--- src/rtl/ultrasonic_ranger_if.sv ---
// Sensor-side bundle of the ultrasonic ranger: echo/trig pins plus the distance
// result bus that feeds the beeper stage.
interface ultrasonic_ranger_if #(
  parameter int DST_W = 12
);
  logic             echo;
  logic             trig;
  logic [DST_W-1:0] binary_dst;
  logic             dst_valid;
  logic             no_echo;

  modport master (
    input  echo,
    output trig,
    output binary_dst,
    output dst_valid,
    output no_echo
  );

  modport slave (
    output echo,
    input  trig,
    input  binary_dst,
    input  dst_valid,
    input  no_echo
  );
endinterface

--- src/rtl/ultrasonic_ranger.sv ---
// HC-SR04 style ranger: periodic trigger, echo timing, direct conversion to mm.
//   state  | meaning
//   S_IDLE | waiting for the period boundary, echo ignored
//   S_TRIG | trigger pulse high
//   S_WAIT | waiting for echo rise, timeout running
//   S_MEAS | echo high, counting millimetres until fall or timeout
module ultrasonic_ranger #(
  parameter int TRIG_CYCLES    = 500,
  parameter int CYCLES_PER_MM  = 291,
  parameter int TIMEOUT_CYCLES = 1250000,
  parameter int PERIOD_CYCLES  = 3000000,
  parameter int DST_W          = 12
) (
  input  logic                 clk,
  input  logic                 rst,
  ultrasonic_ranger_if.master  bus
);

  localparam int T_MAX = (TIMEOUT_CYCLES > TRIG_CYCLES) ? TIMEOUT_CYCLES : TRIG_CYCLES;
  localparam int P_W   = $clog2(PERIOD_CYCLES);
  localparam int T_W   = $clog2(T_MAX + 2);
  localparam int C_W   = $clog2(CYCLES_PER_MM + 1);

  localparam logic [P_W-1:0]   PERIOD_LAST = P_W'(PERIOD_CYCLES - 1);
  localparam logic [T_W-1:0]   TRIG_LAST   = T_W'(TRIG_CYCLES - 1);
  localparam logic [T_W-1:0]   TO_LAST     = T_W'(TIMEOUT_CYCLES - 1);
  localparam logic [C_W-1:0]   PRE_LAST    = C_W'(CYCLES_PER_MM - 1);
  localparam logic [DST_W-1:0] DST_MAX     = '1;

  typedef enum logic [1:0] {S_IDLE, S_TRIG, S_WAIT, S_MEAS} state_t;

  state_t           state;
  logic             echo_m, echo_s, echo_d;
  logic [P_W-1:0]   period_cnt;
  logic [T_W-1:0]   tcnt;
  logic [C_W-1:0]   pre_cnt;
  logic [DST_W-1:0] mm_cnt;
  logic             trig_q, dst_valid_q, no_echo_q;
  logic [DST_W-1:0] dst_q;

  logic             rise, fall, mm_tick, timeout;
  logic [DST_W-1:0] mm_next;

  assign rise    = echo_s & ~echo_d;
  assign fall    = ~echo_s & echo_d;
  assign mm_tick = (pre_cnt == PRE_LAST);
  // >= keeps a late rise (entering S_MEAS past the limit) from counting forever
  assign timeout = (tcnt >= TO_LAST);
  // the fall cycle's own tick is folded in so the result is floor(H / CYCLES_PER_MM)
  assign mm_next = (mm_tick && (mm_cnt != DST_MAX)) ? mm_cnt + DST_W'(1) : mm_cnt;

  always_ff @(posedge clk) begin
    if (rst) begin
      state       <= S_IDLE;
      echo_m      <= 1'b0;
      echo_s      <= 1'b0;
      echo_d      <= 1'b0;
      period_cnt  <= '0;
      tcnt        <= '0;
      pre_cnt     <= '0;
      mm_cnt      <= '0;
      trig_q      <= 1'b0;
      dst_valid_q <= 1'b0;
      no_echo_q   <= 1'b0;
      dst_q       <= DST_MAX;
    end else begin
      echo_m      <= bus.echo;
      echo_s      <= echo_m;
      echo_d      <= echo_s;
      dst_valid_q <= 1'b0;
      period_cnt  <= (period_cnt == PERIOD_LAST) ? '0 : period_cnt + P_W'(1);

      case (state)
        S_IDLE: begin
          trig_q <= 1'b0;
          if (period_cnt == '0) begin
            trig_q <= 1'b1;
            tcnt   <= '0;
            state  <= S_TRIG;
          end
        end
        S_TRIG: begin
          if (tcnt == TRIG_LAST) begin
            trig_q <= 1'b0;
            tcnt   <= '0;
            state  <= S_WAIT;
          end else begin
            tcnt <= tcnt + T_W'(1);
          end
        end
        S_WAIT: begin
          tcnt <= tcnt + T_W'(1);
          if (rise) begin
            pre_cnt <= '0;
            mm_cnt  <= '0;
            state   <= S_MEAS;
          end else if (timeout) begin
            dst_q       <= DST_MAX;
            no_echo_q   <= 1'b1;
            dst_valid_q <= 1'b1;
            state       <= S_IDLE;
          end
        end
        S_MEAS: begin
          tcnt    <= tcnt + T_W'(1);
          pre_cnt <= mm_tick ? '0 : pre_cnt + C_W'(1);
          mm_cnt  <= mm_next;
          if (fall) begin
            dst_q       <= mm_next;
            no_echo_q   <= 1'b0;
            dst_valid_q <= 1'b1;
            state       <= S_IDLE;
          end else if (timeout) begin
            dst_q       <= DST_MAX;
            no_echo_q   <= 1'b1;
            dst_valid_q <= 1'b1;
            state       <= S_IDLE;
          end
        end
        default: state <= S_IDLE;
      endcase
    end
  end

  assign bus.trig       = trig_q;
  assign bus.binary_dst = dst_q;
  assign bus.dst_valid  = dst_valid_q;
  assign bus.no_echo    = no_echo_q;

endmodule
--- src/flat_wrapper.sv ---
// flat-port wrapper written by rule: the top's interface ports become plain ports
module ultrasonic_ranger_flat 
#(
  parameter int TRIG_CYCLES    = 500,
  parameter int CYCLES_PER_MM  = 291,
  parameter int TIMEOUT_CYCLES = 1250000,
  parameter int PERIOD_CYCLES  = 3000000,
  parameter int DST_W          = 12
)
  (clk, rst, bus_echo, bus_trig, bus_binary_dst, bus_dst_valid, bus_no_echo);
  ultrasonic_ranger_if #(.DST_W(DST_W)) bus_i ();
  input  logic clk;
  input  logic rst;
  input wire logic [$bits(bus_i.echo)-1:0] bus_echo;
  output wire logic [$bits(bus_i.trig)-1:0] bus_trig;
  output wire logic [$bits(bus_i.binary_dst)-1:0] bus_binary_dst;
  output wire logic [$bits(bus_i.dst_valid)-1:0] bus_dst_valid;
  output wire logic [$bits(bus_i.no_echo)-1:0] bus_no_echo;
  assign bus_i.echo = bus_echo;
  assign bus_trig = bus_i.trig;
  assign bus_binary_dst = bus_i.binary_dst;
  assign bus_dst_valid = bus_i.dst_valid;
  assign bus_no_echo = bus_i.no_echo;
  ultrasonic_ranger #(.TRIG_CYCLES(TRIG_CYCLES), .CYCLES_PER_MM(CYCLES_PER_MM), .TIMEOUT_CYCLES(TIMEOUT_CYCLES), .PERIOD_CYCLES(PERIOD_CYCLES), .DST_W(DST_W)) u_core (.clk(clk), .rst(rst), .bus(bus_i));
endmodule
--- config.mk ---
export PLATFORM = sky130hd
export DESIGN_NAME = ultrasonic_ranger_flat
export DESIGN_NICKNAME = d
export VERILOG_FILES = /design/src/rtl/ultrasonic_ranger_if.sv /design/src/rtl/ultrasonic_ranger.sv /design/src/flat_wrapper.sv
export SDC_FILE = /design/constraint.sdc
export NUM_CORES = 1
export LEC_CHECK = 0
export ABC_AREA = 0
export BUFFER_PORTS_ARGS = -buffer_cell sky130_fd_sc_hd__buf_2
export CAP_MARGIN = 30
export CORE_ASPECT_RATIO = 1.4
export CORE_MARGIN = 2
export CORE_UTILIZATION = 25
export CTS_CLUSTER_SIZE = 40
export DETAILED_ROUTE_END_ITERATION = 8
export GPL_ROUTABILITY_DRIVEN = 0
export PLACE_DENSITY = 0.42
export REMOVE_ABC_BUFFERS = 1
export SKIP_LAST_GASP = 1
export SLEW_MARGIN = 10
export SYNTH_ARGS = -nofsm -noshare
export SYNTH_HDL_FRONTEND = slang
export SYNTH_SLANG_ARGS = --single-unit
export TNS_END_PERCENT = 10
--- constraint.sdc ---
create_clock -name clk -period 3 [get_ports clk]
set_input_delay 0.6 -clock clk [delete_from_list [all_inputs] [get_ports clk]]
set_output_delay 0.6 -clock clk [all_outputs]
set_load 0.005 [all_outputs]
## After elaboration in Yosys (flattened, before gate mapping)

Cells that the tools add are included.
Widths: inputs -> output; s select.

- $lt $le $gt $ge: 1
- Equality and inequality tests: 11
- Reduce and logical (&&, ||, !) cells: 11
- Bitwise logic cells: 4
- Muxes and demuxes: 30
- $add $sub $neg: 4

Operators with widths:

| operator | number |
|---|---|
| $pmux 21 s3 | 1 |
| $mux 12 | 5 |
| $pmux 12 s2 | 2 |
| $mux 21 | 2 |
| $add 22x1->22 const B | 1 |
| $eq 22x22->1 const B | 1 |
| $logic_not 22->1 | 1 |
| $add 21x1->21 const B | 1 |
| $eq 21x9->1 const B | 1 |
| $ge 21x21->1 const B | 1 |
| $mux 9 | 2 |
| $pmux 9 s2 | 1 |
| $add 12x1->12 const B | 1 |
| $ne 12x12->1 const B | 1 |
| $mux 2 | 5 |
| $add 9x1->9 const B | 1 |
| $eq 9x9->1 const B | 1 |
| $mux 1 | 8 |
| $pmux 2 s4 | 1 |
| $reduce_and 2->1 | 4 |
| $ne 2x1->1 const B | 3 |
| $pmux 1 s2 | 3 |
| $eq 2x2->1 const B | 2 |
| $reduce_bool 2->1 | 2 |
| 7 further kinds | 10 |

- Input port bits: 3
- Flip-flop bits (word level): 84
- Logic and storage cells: 73
- Output and inout port bits: 15

## Depth between registers and ports, before layout

- Depth in word-level cells: 5
- Mapped depth: 8
- Depth with buffers taken out: 7

## Worst setup path after synthesis

Ideal clock, no wire load.

- Path type: reg-to-reg
- Start point: reg u_core.tcnt[0]
- End point: reg u_core.tcnt[20]
- Data required time: 2880 ps
- Setup time: 120 ps
- Clock period less this slack: 1986 ps
- Slack: 1014 ps
- Cell stages (with the launch flop): 7
- Data arrival time: 1866 ps
- Path buffers: 0
- Cell sequence: dfxtp_1 -> ha_1 -> nand4_1 -> nor4_1 -> nand4_1 -> and3_1 -> a211o_1

- Word-level cells in the longest chain between the ends: 3
- Elaborated cells between the ends (all ways): 4
- Those cells by class: add/sub (1); eq/ne (1); mux (2)

Ends and longest elaborated chain:

| element | RTL line | source |
|---|---|---|
| start, declared | ultrasonic_ranger.sv:35 | `logic [T_W-1:0] tcnt;` |
| start signal, assigned | ultrasonic_ranger.sv:88 | `tcnt <= tcnt + T_W'(1);` |
| start signal, assigned | ultrasonic_ranger.sv:92 | `tcnt <= tcnt + T_W'(1);` |
| start signal, assigned | ultrasonic_ranger.sv:105 | `tcnt <= tcnt + T_W'(1);` |
| $add 21x1->21 or $eq 21x9->1 (tied branches) | - |  |
| $mux 21 | ultrasonic_ranger.sv:83 | `if (tcnt == TRIG_LAST) begin` |
| $pmux 21 s3 * | ultrasonic_ranger.sv:73 | `case (state)` |

Mark *: on every way between the ends. The rest lies on a longest branch, timed or not.
A chain may end at the register's enable or synchronous reset.

## Final worst setup path

- Start point: reg u_core.period_cnt[0]
- End point: reg u_core.tcnt[6]

- Word-level cells in the longest chain between the ends: 2

Ends and longest elaborated chain:

| element | RTL line | source |
|---|---|---|
| start, declared | ultrasonic_ranger.sv:34 | `logic [P_W-1:0] period_cnt;` |
| start signal, assigned | ultrasonic_ranger.sv:71 | `period_cnt <= (period_cnt == PERIOD_LAST) ? '0 : period_cnt + P_W'(1);` |
| $logic_not 22->1 | ultrasonic_ranger.sv:76 | `if (period_cnt == '0) begin` |
| $ne 2x1->1 (no line) | - |  |

No other way between the ends.

==> impl_metrics.ini <==
[worst_setup_path]
slowest_delay_ns = 0.53
required_ns = 3.19
crit_path_top_delay_cell = sky130_fd_sc_hd__nand2b_1
crit_path_cell_trace = inv_1, ha_1, nor4b_1, nand2_1, o31ai_1, buf_4, nand2b_1, a31oi_1
worstSetupEndpointType = flip-flop
timing_worst_setup_path_type = flip-flop to flip-flop
critical_path.max_fanout = 14
critPathLaunchType = flip-flop
critical_path_arrival_ns = 2.39

[yosys]
synth-main-ff-cell = sky130_fd_sc_hd__dfxtp_1
synthDominantCellAreaShare_pct = 39.0
synthArstFlopShare_pct = 0
yosys_warnings = 0
ys_top_cells_by_area = sky130_fd_sc_hd__dfxtp_1 39%, sky130_fd_sc_hd__nor2_1 4.5%, sky130_fd_sc_hd__xnor2_1 4.1%
synth_cells = 530
synth_area_um2 = 4310
synth_cell_type_count = 54
synthesis.area_per_instance_um2 = 8.14
post_synthesis_register_bit_count = 84
synth-edff-count = 0
yosysTopAreaCell = sky130_fd_sc_hd__dfxtp_1
synth_seq_area_share_pct = 39.0

[pwr]
combinational_power_share_pct = 4.0
clockPowerShare_pct = 46.0
max-vdd-ir-drop_uv = 260
leakage_uw = 0.00167
swShare_pct = 24.4
power_per_cell_area_nw_per_um2 = 466
seq_power_share_pct = 50.0
p_int_uw = 1730
total_switching_power_uw = 558

[clock_network]
cts_hold_repair.buffers = 0
clk-insertion-delay-late_ns = 0.34
clk_tree_root_cell = sky130_fd_sc_hd__clkbuf_16
numCtsBuffers = 9
postCtsSetupBuffers = 0
cts_tree = done
cts.path.max_buffers = 2
h-tree-depth = 3
clkSinkCount = 84
cts.reportedPaths.clkPinSlew_ns = 0.07
cts_resized = 0

[placed_design]
io_buffers = 17
numPlacedInstances = 732
detailed_place_hpwl_mm = 7.59
pre_cts_slack_ns = 0.840

[global_routing]
grt_pass1_wl_mm = 18.3
grt_start_max_net_pins = 47
grt_overflow = 0
via_count_of_the_first_global_routing_pass = 3752
antenna_found_initial = 0
grt_usage_pct = 12.3

[floorplanning]
top_level_ports = 18
std_cell_rows = 56
die_h_um = 159
design.core.area_um2 = 16800
die_area_um2 = 18300
chipWidth_um = 115
start_util_pct = 25.6

[drt]
vias = 3877
via_per_inst = 5.18
detailedRoute.firstIterationViolations = 235
detail_route.wl_per_cell_um = 14.6
antenna_left = 0
detail_route.first_pass.iterations = 5
drcViolationCount = 0
wirelength_mm = 11.0

[sta]
grt_setup_unrepaired = false
post-route-period-util_pct = 73.1
max_clock_freq_ghz = 0.456
setup_viol = 0
timing.final.crit_period_ns = 2.19
hold_violations = 0
worst_slack_ns = 0.806
worst_skew_ns = 0.00989
hold-worst-slack_ns = 0.442
timing.max_slew.rel_slack_pct = 49.1
transition_at_the_pin_with_the_smallest_max_transition_slack_ns = 0.761
timing.setup.tns_ns = 0
finalMaxSlewViolations = 0

[hold_path]
holdCritPathClass = flip-flop to flip-flop

[final_layout]
layout.area.seq_um2 = 1680
layout.cells.non_filler = 748
drive_above_1_share_pct = 10.8
n_antenna_cell = 0
multiInputGateArea_um2 = 2440
n_fill_cell = 1828
design.final.nets = 549
areaGrowthSynthToFinish_pct = 14.0

[run_status]
status = complete, no violations

[run]
timing.max_cap.violations = 0
## stage by stage
step	total power (uW)	util, %	area [um^2]
final	2290	29.2	4910
after global routing	2390	29.2	4910
after global placement	1260	27.5	4630
after detailed placement	1270	27.5	4630
after floorplan	1220	-	4190
after CTS	2340	29.2	4910
## path summary, 6_finish.rpt
path                                      startpoint  cells after the start  slack [ns]        endpoint
worst max-delay path            u_core.period_cnt[0]                      8        0.81  u_core.tcnt[6]
worst min-delay path                   u_core.echo_m                      1        0.44   u_core.echo_s
worst max register to register  u_core.period_cnt[0]                      8        0.81  u_core.tcnt[6]
worst min register to register         u_core.echo_m                      1        0.44   u_core.echo_s
## kinds of logic (layout without fill, tap and decap cells)
| family | after synthesis | after routing | synth area share (%) |
|---|---|---|---|
| AOI/OAI and AO/OA | 117 | 117 | 18.0 |
| and+or+nand+nor | 239 | 239 | 29.7 |
| xor gates and xnor gates | 32 | 32 | 6.50 |
| DFF | 84 | 84 | 39.0 |
| adders and majority gates | 6 | 6 | 1.74 |
| muxes | 2 | 2 | 0.464 |
| buffers and inverters | 50 | 65 | 4.55 |
## state kept, by name (all words and copies together), names as in the netlist
register	flops
u_core.echo_s	1
u_core.state	2
u_core.bus.no_echo	1
u_core.tcnt	21
u_core.bus.binary_dst	12
u_core.echo_m	1
u_core.echo_d	1
u_core.bus.trig	1
u_core.pre_cnt	9
u_core.bus.dst_valid	1
u_core.period_cnt	22
u_core.mm_cnt	12
## area by class of cell
type	count	share of cell area [%]
Tap cell	203	5.17
Clock buffer	9	4.58
Sequential cell	84	34.2
Multi-Input combinational cell	396	49.7
Clock inverter	7	1.17
Timing Repair Buffer	30	3.72
Inverter	19	1.45
## power groups by stage
stage / Combinational (uW) / Sequential (uW) / Clock (uW)
6_report: 91.3 / 1150 / 1050
5_1_grt: 104 / 1150 / 1140
4_1_cts: 93.7 / 1150 / 1100
2_1_floorplan: 53.5 / 1170 / 0
3_3_place_gp: 92.3 / 1170 / 0
3_5_place_dp: 93.5 / 1170 / 0
## cells in the mapped netlist, types with 2 or more instances
| master | n |
|---|---|
| sky130_fd_sc_hd__nor4_1 | 13 |
| sky130_fd_sc_hd__nand3b_1 | 5 |
| sky130_fd_sc_hd__xor2_1 | 12 |
| sky130_fd_sc_hd__and3_1 | 16 |
| sky130_fd_sc_hd__a41oi_1 | 5 |
| sky130_fd_sc_hd__a31oi_1 | 18 |
| sky130_fd_sc_hd__nor2b_1 | 4 |
| sky130_fd_sc_hd__a22oi_1 | 12 |
| sky130_fd_sc_hd__ha_1 | 6 |
| sky130_fd_sc_hd__o31ai_1 | 2 |
| sky130_fd_sc_hd__nand3_1 | 27 |
| sky130_fd_sc_hd__or3_1 | 5 |
| sky130_fd_sc_hd__nand2_1 | 37 |
| sky130_fd_sc_hd__mux2i_1 | 2 |
| sky130_fd_sc_hd__inv_1 | 19 |
| sky130_fd_sc_hd__nand4_1 | 13 |
| sky130_fd_sc_hd__a211oi_1 | 2 |
| sky130_fd_sc_hd__a31o_2 | 2 |
| sky130_fd_sc_hd__a21oi_1 | 27 |
| sky130_fd_sc_hd__nor3_1 | 32 |
| sky130_fd_sc_hd__xnor2_1 | 20 |
| sky130_fd_sc_hd__nand2b_1 | 5 |
| sky130_fd_sc_hd__o211ai_1 | 4 |
| sky130_fd_sc_hd__nor3b_1 | 4 |
| sky130_fd_sc_hd__buf_2 | 7 |
| sky130_fd_sc_hd__o21a_1 | 3 |
| sky130_fd_sc_hd__a41o_1 | 2 |
| sky130_fd_sc_hd__dfxtp_1 | 84 |
| sky130_fd_sc_hd__a211o_1 | 4 |
| sky130_fd_sc_hd__or2_2 | 4 |
| sky130_fd_sc_hd__a311oi_1 | 6 |
| sky130_fd_sc_hd__and2_1 | 4 |
| sky130_fd_sc_hd__nor2_1 | 52 |
| sky130_fd_sc_hd__clkbuf_1 | 24 |
| sky130_fd_sc_hd__and4_1 | 6 |
| sky130_fd_sc_hd__o21ai_0 | 21 |
| sky130_fd_sc_hd__or4_1 | 3 |
| sky130_fd_sc_hd__a22o_1 | 2 |
## metal layers
metal | track usage (%) | wire length, um | vias to the layer above
met5 | 0 | 0 | -
met4 | 4.71 | 126 | 0
met3 | 2.44 | 281 | 8
met2 | 20.7 | 5420 | 60
met1 | 15.2 | 5120 | 1843
li1 | - | - | 1966
## cells in the final DEF (no fill, tap or decap), types with 4 or more instances in the layout
| cell type | Yosys | layout |
|---|---|---|
| sky130_fd_sc_hd__nor2b_1 | 4 | 4 |
| sky130_fd_sc_hd__xor2_1 | 12 | 12 |
| sky130_fd_sc_hd__and4_1 | 6 | 6 |
| sky130_fd_sc_hd__a21oi_1 | 27 | 27 |
| sky130_fd_sc_hd__nand4_1 | 13 | 13 |
| sky130_fd_sc_hd__or3_1 | 5 | 5 |
| sky130_fd_sc_hd__a41oi_1 | 5 | 4 |
| sky130_fd_sc_hd__buf_4 | 0 | 13 |
| sky130_fd_sc_hd__clkbuf_16 | 0 | 9 |
| sky130_fd_sc_hd__and2_1 | 4 | 4 |
| sky130_fd_sc_hd__or2_2 | 4 | 4 |
| sky130_fd_sc_hd__a311oi_1 | 6 | 6 |
| sky130_fd_sc_hd__nor3b_1 | 4 | 4 |
| sky130_fd_sc_hd__dfxtp_1 | 84 | 84 |
| sky130_fd_sc_hd__nand2_1 | 37 | 37 |
| sky130_fd_sc_hd__o21ai_0 | 21 | 21 |
| sky130_fd_sc_hd__a22oi_1 | 12 | 12 |
| sky130_fd_sc_hd__inv_1 | 19 | 19 |
| sky130_fd_sc_hd__a31oi_1 | 18 | 18 |
| sky130_fd_sc_hd__nand3_1 | 27 | 27 |
| sky130_fd_sc_hd__xnor2_1 | 20 | 20 |
| sky130_fd_sc_hd__nand2b_1 | 5 | 5 |
| sky130_fd_sc_hd__nor3_1 | 32 | 32 |
| sky130_fd_sc_hd__nor4_1 | 13 | 13 |
| sky130_fd_sc_hd__ha_1 | 6 | 6 |
| sky130_fd_sc_hd__a211o_1 | 4 | 4 |
| sky130_fd_sc_hd__and3_1 | 16 | 16 |
| sky130_fd_sc_hd__o211ai_1 | 4 | 4 |
| sky130_fd_sc_hd__buf_2 | 7 | 17 |
| sky130_fd_sc_hd__nand3b_1 | 5 | 5 |
| sky130_fd_sc_hd__nor2_1 | 52 | 52 |
## critical path, delay by kind of cell (launching register included)
| family | cells | cell delay (ns) |
|---|---|---|
| AOI/OAI and AO/OA | 2 | 0.38 |
| buffers and inverters | 2 | 0.24 |
| and+or+nand+nor | 3 | 0.92 |
| adders and majority gates | 1 | 0.14 |
| DFF | 1 | 0.35 |
Note: power is estimated with default switching activity, not from simulation.
